**src/rtl/valve_pulse_driver.sv**
```systemverilog
// -----------------------------------------------------------------------------
// valve_pulse_driver
//
// Drives two latching-solenoid valves (A and B) from level requests issued by
// the sprinkler sequencer. Each valve has a separate open coil and close coil.
// A coil is energised for a fixed pulse and then released, so the driver keeps
// its own record of which valve it last latched open.
//
// Safety rules:
//   * Only one coil pulse runs at a time, so the two open coils are never
//     driven together.
//   * Every close pulse is followed by a dead gap.
//   * A valve is closed before the other one is opened.
//   * If flow is not confirmed after an open pulse, the driver closes the
//     valve and latches fault_noflow. While that fault is set, new opens are
//     blocked but closes still run.
//
// Ports:
//   clk            rising-edge clock
//   rst_n          asynchronous active-low reset; forces a close of both valves
//   valve_A_req    level request: valve A open
//   valve_B_req    level request: valve B open
//   flow_ok        flow sensor (synchronous to clk), 1 = water flowing
//   fault_clear    single-cycle pulse clearing both sticky faults
//   coil_A_open    coil drive, valve A open coil
//   coil_A_close   coil drive, valve A close coil
//   coil_B_open    coil drive, valve B open coil
//   coil_B_close   coil drive, valve B close coil
//   busy           high whenever the driver is not idle
//   fault_noflow   sticky: no flow confirmed within FLOW_TIMEOUT after an open
//   fault_conflict sticky: both requests seen high together while idle
// -----------------------------------------------------------------------------
module valve_pulse_driver #(
    parameter int unsigned PULSE_CYCLES = 20,
    parameter int unsigned DEAD_CYCLES  = 10,
    parameter int unsigned FLOW_TIMEOUT = 40
) (
    input  logic clk,
    input  logic rst_n,
    input  logic valve_A_req,
    input  logic valve_B_req,
    input  logic flow_ok,
    input  logic fault_clear,
    output logic coil_A_open,
    output logic coil_A_close,
    output logic coil_B_open,
    output logic coil_B_close,
    output logic busy,
    output logic fault_noflow,
    output logic fault_conflict
);

    typedef enum logic [2:0] {
        ST_INIT_CLOSE = 3'd0,
        ST_IDLE       = 3'd1,
        ST_PULSE_OPEN = 3'd2,
        ST_FLOW_CHECK = 3'd3,
        ST_PULSE_CLOSE= 3'd4,
        ST_DEAD       = 3'd5
    } state_t;

    localparam logic SEL_A = 1'b0;
    localparam logic SEL_B = 1'b1;

    // The counter starts at 0 when a state is entered, so a state that must
    // last N cycles ends on the edge where the counter reads N-1.
    localparam logic [15:0] PULSE_LAST = 16'(PULSE_CYCLES - 1);
    localparam logic [15:0] DEAD_LAST  = 16'(DEAD_CYCLES - 1);
    localparam logic [15:0] FLOW_LAST  = 16'(FLOW_TIMEOUT - 1);

    state_t      state_q, state_d;
    logic [15:0] cnt_q, cnt_d;
    logic        sel_q, sel_d;
    logic        open_a_q, open_a_d;
    logic        open_b_q, open_b_d;
    logic        fault_noflow_q, fault_noflow_d;
    logic        fault_conflict_q, fault_conflict_d;

    logic eff_a, eff_b, eff_sel;
    logic pulse_done, dead_done, flow_timeout;
    logic set_noflow, set_conflict;

    // A request counts only while the other request is low. If both are
    // high, neither is honoured.
    assign eff_a   = valve_A_req & ~valve_B_req;
    assign eff_b   = valve_B_req & ~valve_A_req;
    assign eff_sel = (sel_q == SEL_B) ? eff_b : eff_a;

    assign pulse_done   = (cnt_q == PULSE_LAST);
    assign dead_done    = (cnt_q == DEAD_LAST);
    assign flow_timeout = (cnt_q == FLOW_LAST);

    always_comb begin
        state_d      = state_q;
        sel_d        = sel_q;
        open_a_d     = open_a_q;
        open_b_d     = open_b_q;
        set_noflow   = 1'b0;
        set_conflict = 1'b0;

        case (state_q)
            ST_INIT_CLOSE: begin
                if (pulse_done) begin
                    state_d = ST_DEAD;
                end
            end

            ST_DEAD: begin
                if (dead_done) begin
                    state_d = ST_IDLE;
                end
            end

            ST_IDLE: begin
                if (valve_A_req && valve_B_req) begin
                    set_conflict = 1'b1;
                end
                // Closing always takes priority over opening, and A is
                // checked before B.
                if (open_a_q && !eff_a) begin
                    sel_d   = SEL_A;
                    state_d = ST_PULSE_CLOSE;
                end else if (open_b_q && !eff_b) begin
                    sel_d   = SEL_B;
                    state_d = ST_PULSE_CLOSE;
                end else if (!fault_noflow_q && !open_a_q && !open_b_q) begin
                    if (eff_a) begin
                        sel_d   = SEL_A;
                        state_d = ST_PULSE_OPEN;
                    end else if (eff_b) begin
                        sel_d   = SEL_B;
                        state_d = ST_PULSE_OPEN;
                    end
                end
            end

            ST_PULSE_OPEN: begin
                if (pulse_done) begin
                    if (sel_q == SEL_A) begin
                        open_a_d = 1'b1;
                    end else begin
                        open_b_d = 1'b1;
                    end
                    state_d = ST_FLOW_CHECK;
                end
            end

            ST_FLOW_CHECK: begin
                // Confirmed flow wins over a timeout in the same cycle.
                if (flow_ok) begin
                    state_d = ST_IDLE;
                end else if (!eff_sel) begin
                    state_d = ST_PULSE_CLOSE;
                end else if (flow_timeout) begin
                    set_noflow = 1'b1;
                    state_d    = ST_PULSE_CLOSE;
                end
            end

            ST_PULSE_CLOSE: begin
                if (pulse_done) begin
                    if (sel_q == SEL_A) begin
                        open_a_d = 1'b0;
                    end else begin
                        open_b_d = 1'b0;
                    end
                    state_d = ST_DEAD;
                end
            end

            default: begin
                state_d = ST_INIT_CLOSE;
            end
        endcase

        // A single shared counter: it restarts on every state change and
        // saturates instead of wrapping.
        if (state_d != state_q) begin
            cnt_d = 16'd0;
        end else if (cnt_q == 16'hFFFF) begin
            cnt_d = cnt_q;
        end else begin
            cnt_d = cnt_q + 16'd1;
        end

        // If a fault is raised in the same cycle as fault_clear, the new
        // fault is kept.
        fault_noflow_d   = set_noflow   | (fault_noflow_q   & ~fault_clear);
        fault_conflict_d = set_conflict | (fault_conflict_q & ~fault_clear);
    end

    always_ff @(posedge clk or negedge rst_n) begin
        if (!rst_n) begin
            state_q          <= ST_INIT_CLOSE;
            cnt_q            <= 16'd0;
            sel_q            <= SEL_A;
            open_a_q         <= 1'b0;
            open_b_q         <= 1'b0;
            fault_noflow_q   <= 1'b0;
            fault_conflict_q <= 1'b0;
        end else begin
            state_q          <= state_d;
            cnt_q            <= cnt_d;
            sel_q            <= sel_d;
            open_a_q         <= open_a_d;
            open_b_q         <= open_b_d;
            fault_noflow_q   <= fault_noflow_d;
            fault_conflict_q <= fault_conflict_d;
        end
    end

    // Coil drives depend only on the state register and sel_q. Because reset
    // forces the state register directly, the coil drives follow rst_n
    // immediately, without waiting for a clock edge.
    assign coil_A_open  = (state_q == ST_PULSE_OPEN) && (sel_q == SEL_A);
    assign coil_B_open  = (state_q == ST_PULSE_OPEN) && (sel_q == SEL_B);
    assign coil_A_close = (state_q == ST_INIT_CLOSE) ||
                          ((state_q == ST_PULSE_CLOSE) && (sel_q == SEL_A));
    assign coil_B_close = (state_q == ST_INIT_CLOSE) ||
                          ((state_q == ST_PULSE_CLOSE) && (sel_q == SEL_B));

    assign busy           = (state_q != ST_IDLE);
    assign fault_noflow   = fault_noflow_q;
    assign fault_conflict = fault_conflict_q;

endmodule

```
**config.mk**
```make
export PLATFORM = sky130hd
export DESIGN_NAME = valve_pulse_driver
export DESIGN_NICKNAME = d
export VERILOG_FILES = /design/src/rtl/valve_pulse_driver.sv
export SDC_FILE = /design/constraint.sdc
export NUM_CORES = 1
export LEC_CHECK = 0
export CORE_MARGIN = 4
export CORE_UTILIZATION = 52
export DETAILED_ROUTE_END_ITERATION = 8
export HOLD_SLACK_MARGIN = 0.03
export PLACE_DENSITY = 0.74
export SLEW_MARGIN = 5
export SYNTH_ARGS = -nofsm -noshare
export SYNTH_HDL_FRONTEND = slang
export SYNTH_SLANG_ARGS = --single-unit
```
**constraint.sdc**
```tcl
create_clock -name clk -period 1.79 [get_ports clk]
set_input_delay 0.179 -clock clk [delete_from_list [all_inputs] [get_ports clk]]
set_output_delay 0.179 -clock clk [all_outputs]
set_load 0.01 [all_outputs]
```
---- Yosys cells after proc, flatten, opt, wreduce, memory -nomap -nowiden ----
Index checks and enable logic that the tools add are counted.
cells by class
  $add $sub $neg .......................... 1
  multipliers ............................. 0
  div/mod/pow operators ................... 0
  $lt $le $gt $ge ......................... 0
  equal/unequal tests ..................... 18
  shifts and indexed selects .............. 0
  multiplexer cells ....................... 36
  bitwise logic cells ..................... 10
  reductions and logical operators ........ 24
operator list
  kind                                                              number
  3-bit two-way mux                                                 11
  16-bit two-way mux                                                2
  1-bit two-way mux                                                 20
  16-bit by 1-bit adder with 16-bit output, second input constant   1
  16-bit == test, second input constant                             1
  16-bit by 4-bit == test with 1-bit output, second input constant  1
  16-bit by 5-bit == test with 1-bit output, second input constant  1
  16-bit by 6-bit == test with 1-bit output, second input constant  1
  3-bit one-hot mux with 5 select lines                             1
  2-bit != test, second input constant                              7
  5-bit AND reduction                                               2
  1-bit logical AND                                                 9
  3-bit by 2-bit == test with 1-bit output, second input constant   2
  3-bit == test, second input constant                              2
  1-bit zero test                                                   5
  1-bit AND                                                         4
  1-bit NOT                                                         4
  1-bit one-hot mux with 2 select lines                             2
  4-bit nonzero test                                                1
  3-bit by 1-bit == test with 1-bit output, second input constant   1
  3-bit zero test                                                   1
  3-bit by 1-bit != test with 1-bit output, second input constant   1
  3-bit != test                                                     1
  3-bit AND reduction                                               1
  5 further kinds                                                   7
word-level totals
  register bits ........................... 24
  latch bits .............................. 0
  bits in writable memories ............... 0
  memory bits (read-only) ................. 0
  word-level logic and storage cells ...... 96
  memories kept ........................... 0

---- Logic depth before layout (Yosys ltp) ----
  depth after elaboration ................. 10
  mapped depth ............................ 8

---- Worst setup path after synthesis ----
Ideal clock, no wire load.
  path type ............................... register -> register
  from .................................... register cnt_q[0]
  to ...................................... register cnt_q[7]
  setup time .............................. 0.101 ns
  arrival ................................. 1.702 ns
  slack ................................... -0.013 ns
  stages on the path, launching flop included .. 7
  cells stage by stage .................... dfrtp_1 -> ha_1 -> nand2_1 -> or4_1 -> nand2_1 -> xor2_1 -> nor4_1
between the ends
  longest elaborated chain between the ends .. 7
  elaborated cells on any way between the ends .. 16
  classes of those cells .................. 1 x add/sub; 6 x eq/ne; 9 x mux
ends and longest elaborated chain
  item                                                                  RTL line  text
  start, declared                                                       72        logic [15:0] cnt_q, cnt_d;
  start signal, assigned                                                203       cnt_q <= cnt_d;
  16-bit by 6-bit == test with 1-bit output                             91        assign flow_timeout = (cnt_q == FLOW_LAST);
  3-bit two-way mux                                                     154       end else if (flow_timeout) begin
  3-bit two-way mux                                                     152       end else if (!eff_sel) begin
  3-bit two-way mux                                                     150       if (flow_ok) begin
  3-bit one-hot mux with 5 select lines                                 101       case (state_q)
  3-bit != test                                                         178       if (state_d != state_q) begin
  2-bit != test (no source line) or 16-bit two-way mux (tied branches)  n/a
Several ways; a longest one is shown, not always the timed one. The select of a mux whose other input is x is not followed.
A chain may end at the register's enable or synchronous reset.

---- Worst setup path after layout ----
  from .................................... register cnt_q[8]
  to ...................................... register open_a_q
between the ends
  longest elaborated chain between the ends .. 3
  elaborated cells on any way between the ends .. 4
  classes of those cells .................. 3 x eq/ne; 1 x reduce/logical
ends and longest elaborated chain
  item                                         RTL line  text
  16-bit by 5-bit == test with 1-bit output *  89        assign pulse_done = (cnt_q == PULSE_LAST);
  2-bit != test (no source line)               n/a
  5-bit AND reduction (no source line) *       n/a
  end signal, assigned                         205       open_a_q <= open_a_d;
  end, declared                                74        logic open_a_q, open_a_d;
Mark *: on every way between the ends. The rest lies on a longest branch, timed or not.

==> summary.txt <==
Outcome
  • Status: complete, but fails checks
  • Failing checks: negative setup slack

Layout
  • # fillers: 175
  • Antenna Diode Count: 0
  • Nets: 252
  • Share of layout cells above drive strength 1: 43.75%
  • Area growth from synthesis to layout: 49.64%

Timing
  • Unrepaired setup endpoints after global routing: yes
  • Final Skew: 3.336 ps
  • Rel. slew slack: 75.77%
  • Period utilisation layout: 104.1%
  • Setup-failing EPs final: 17
  • Crit path time final: 1864 ps
  • Fmax: 0.5364 GHz
  • Setup WS post-layout: -74.17 ps
  • Actual slew at the worst max-slew pin: 358.7 ps
  • Final Hold Vio Count: 0
  • Final Slew Violations: 0

Drt
  • Antenna Nets Post-Route: 0
  • Initial DRC count: 131
  • Via density: 6.211
  • Post-DR wirelength/cell: 19.55 um
  • Vias: 1764
  • WL final: 5551 um
  • Drt pass-1 iters: 5
  • DRC: 0

Place
  • Dpl ws: -334.0 ps
  • GPL Wtd Cong: 0.9209
  • Dpl hpwl: 3179 um
  • Port bufs: 12

Global routing
  • GRT Util Overall: 24.26%
  • Antenna violations before repair: 0
  • Vias in the first global route: 1741
  • Global-route wire length before repair: 8217 um
  • Largest net degree at the start of global routing: 25
  • Overflow after GRT: 0

Floorplanning
  • Initial Util: 55.68%
  • Row cnt: 20
  • DIE AREA: 4340 sq um
  • Core area: 3128 sq um
  • Die W: 65.88 um
  • Io pins: 13
  • Die H: 65.88 um

Yosys
  • Yosys cell types: 54
  • Syn Nets: 194
  • Synth warnings: 0
  • Synth top area cells: dfrtp_1, nor4_1, ha_1, nor4b_2, nor4_2
  • Synth Register Bits: 24
  • Prevailing post-synth register cell: dfrtp_1
  • Cell taking the most area after synthesis: dfrtp_1
  • Avg Inst Size Synth: 9.517 sq um
  • Most instantiated library cell after synthesis: dfrtp_1
  • Post-synth top cells: dfrtp_1, nor4_1, nor2_1
  • EDFF count, synth: 0
  • Yosys top cell area share: 34.48%
  • Seq/Total Area, Yosys: 34.48%
  • Asr flop ratio synth: 100.0%
  • Cells after Synth: 183
  • Post-Synthesis Cell Area: 1742 sq um

Worst setup path
  • Critical Path Max Stage Delay: 440 ps
  • R2r setup slk: -70 ps
  • Buf/Inv on CP: 2
  • Worst setup SP type: register
  • CP Cell Sequence: nor4_4, buf_4, nand4_1, buf_6, nand2b_4, nor3_1, a2bb2oi_1
  • Worst Path Max Fanout: 4
  • Critical path's slowest cell: dfrtp_1
  • Critical path required time: 2040 ps
  • WS Path Type: reg -> reg
  • Critical Path End Type: register
  • Critical path arrival: 2110 ps
  • Crit-path leading delay family: simple AND/OR/NAND/NOR gates

Clocking
  • Total CTS buffers: 3
  • Clock Path Buffers: 2
  • Clk sinks: 24
  • CTS tree: yes
  • CTS Hold Buffers Added: 0
  • Worst-Skew Late Latency: 320 ps
  • H-tree depth reported by CTS: 1
  • Clock Root Buffer: clkbuf_4
  • Reg clk slew, reported paths: 140 ps

Run
  • Max-Cap Viols: 0

Hold path
  • HP Class: in -> async

Pwr
  • Leak pwr: 1.113 nW
  • Power Dens Cells: 980.1 nW/um^2
  • Peak VDD IR: 0.8972 mV
  • Total Power: 0.002554 W
-- metrics by stage --
stage | area [sq um] | TNS [ps] | hold WS [ps] | utilization, % | instances
finish | 2606 | -577.3 | 228.4 | 83.32 | 284
global route | 2606 | -2417 | 238.7 | 83.32 | 284
CTS | 2352 | -105.1 | 201.3 | 75.20 | 280
detailed placement | 2172 | -4619 | 549.9 | 69.44 | 269
global placement | 2172 | -3770 | 520.2 | 69.44 | 269
floorplan | 1750 | 0 | -116.6 | - | 183
-- power by group --
group          total, W  switching [W]  leakage, nW  internal (W)
registers      0.000802       0.000157        0.320      0.000645
logic           0.00145       0.000726        0.772      0.000726
clock network  0.000300       0.000176       0.0210      0.000125
total           0.00255        0.00106         1.11       0.00150
-- what timing repair did --
item	in CTS	in global routing
gates resized for setup	18	37
buffers inserted	7	4
endpoints found under the setup margin	22	24
pin swaps	7	10
-- kinds of logic after synthesis --
group | after synthesis | synth area share (%)
AO/OA/AOI/OAI | 36 | 15.66
XOR/XNOR | 6 | 3.018
adder cells (fa/ha/maj) | 5 | 3.592
buffers and inverters | 22 | 5.747
flip-flops | 24 | 34.48
multiplexers | 3 | 1.724
AND/OR/NAND/NOR | 87 | 35.78
-- state kept, by name (all words and copies together) (netlist names) --
register	cells
cnt_q	16
fault_conflict	1
fault_noflow	1
open_a_q	1
open_b_q	1
sel_q	1
state_q	3
-- final cells by class --
cell class / instances / area (sq um) / area share, %
multi-input cells: 137 / 1286 / 49.35
inverters: 12 / 46.29 / 1.776
flip-flops and latches: 24 / 603.1 / 23.14
clock buffers: 4 / 36.28 / 1.392
repair buffers: 63 / 579.3 / 22.23
well taps: 44 / 55.05 / 2.112
-- cells in the final DEF (no fill, tap or decap), types with 4 or more instances in the layout --
cell type and n:
nor4b_2 4, clkdlybuf4s50_1 5, nand4_1 7, nand3_1 7, ha_1 4, nand2_1 8
nor2_1 12, buf_4 41, o21ai_0 5, inv_1 10, nor4_4 6, nor4_1 5
nor4_2 8, buf_12 4, a21oi_1 8, buf_6 6, dfrtp_1 22
-- worst paths after layout --
| path | start | endpoint | cells after the start |
|---|---|---|---|
| min in group clk | valve_B_req | fault_conflict$_DFF_PN0_ | 4 |
| max in group asynchronous | rst_n | state_q[1]$_DFF_PN0_ | 2 |
| worst max register to register | cnt_q[8]$_DFFE_PN0P_ | open_a_q$_DFFE_PN0P_ | 7 |
| worst max-delay path | cnt_q[8]$_DFFE_PN0P_ | open_a_q$_DFFE_PN0P_ | 7 |
| worst min-delay path | rst_n | fault_noflow$_DFF_PN0_ | 2 |
| worst min register to register | fault_conflict$_DFF_PN0_ | fault_conflict$_DFF_PN0_ | 2 |
-- per-layer routing --
metal / share of wire, % / vias to the layer above / track usage [%]
li1: - / 816 / -
met2: 52 / 65 / 41.18
met5: 0 / - / 0
met3: 4.7 / 10 / 4.082
met4: 1.5 / 0 / 6.995
met1: 42 / 873 / 31.46
Note: power is estimated with default switching activity, not from simulation.
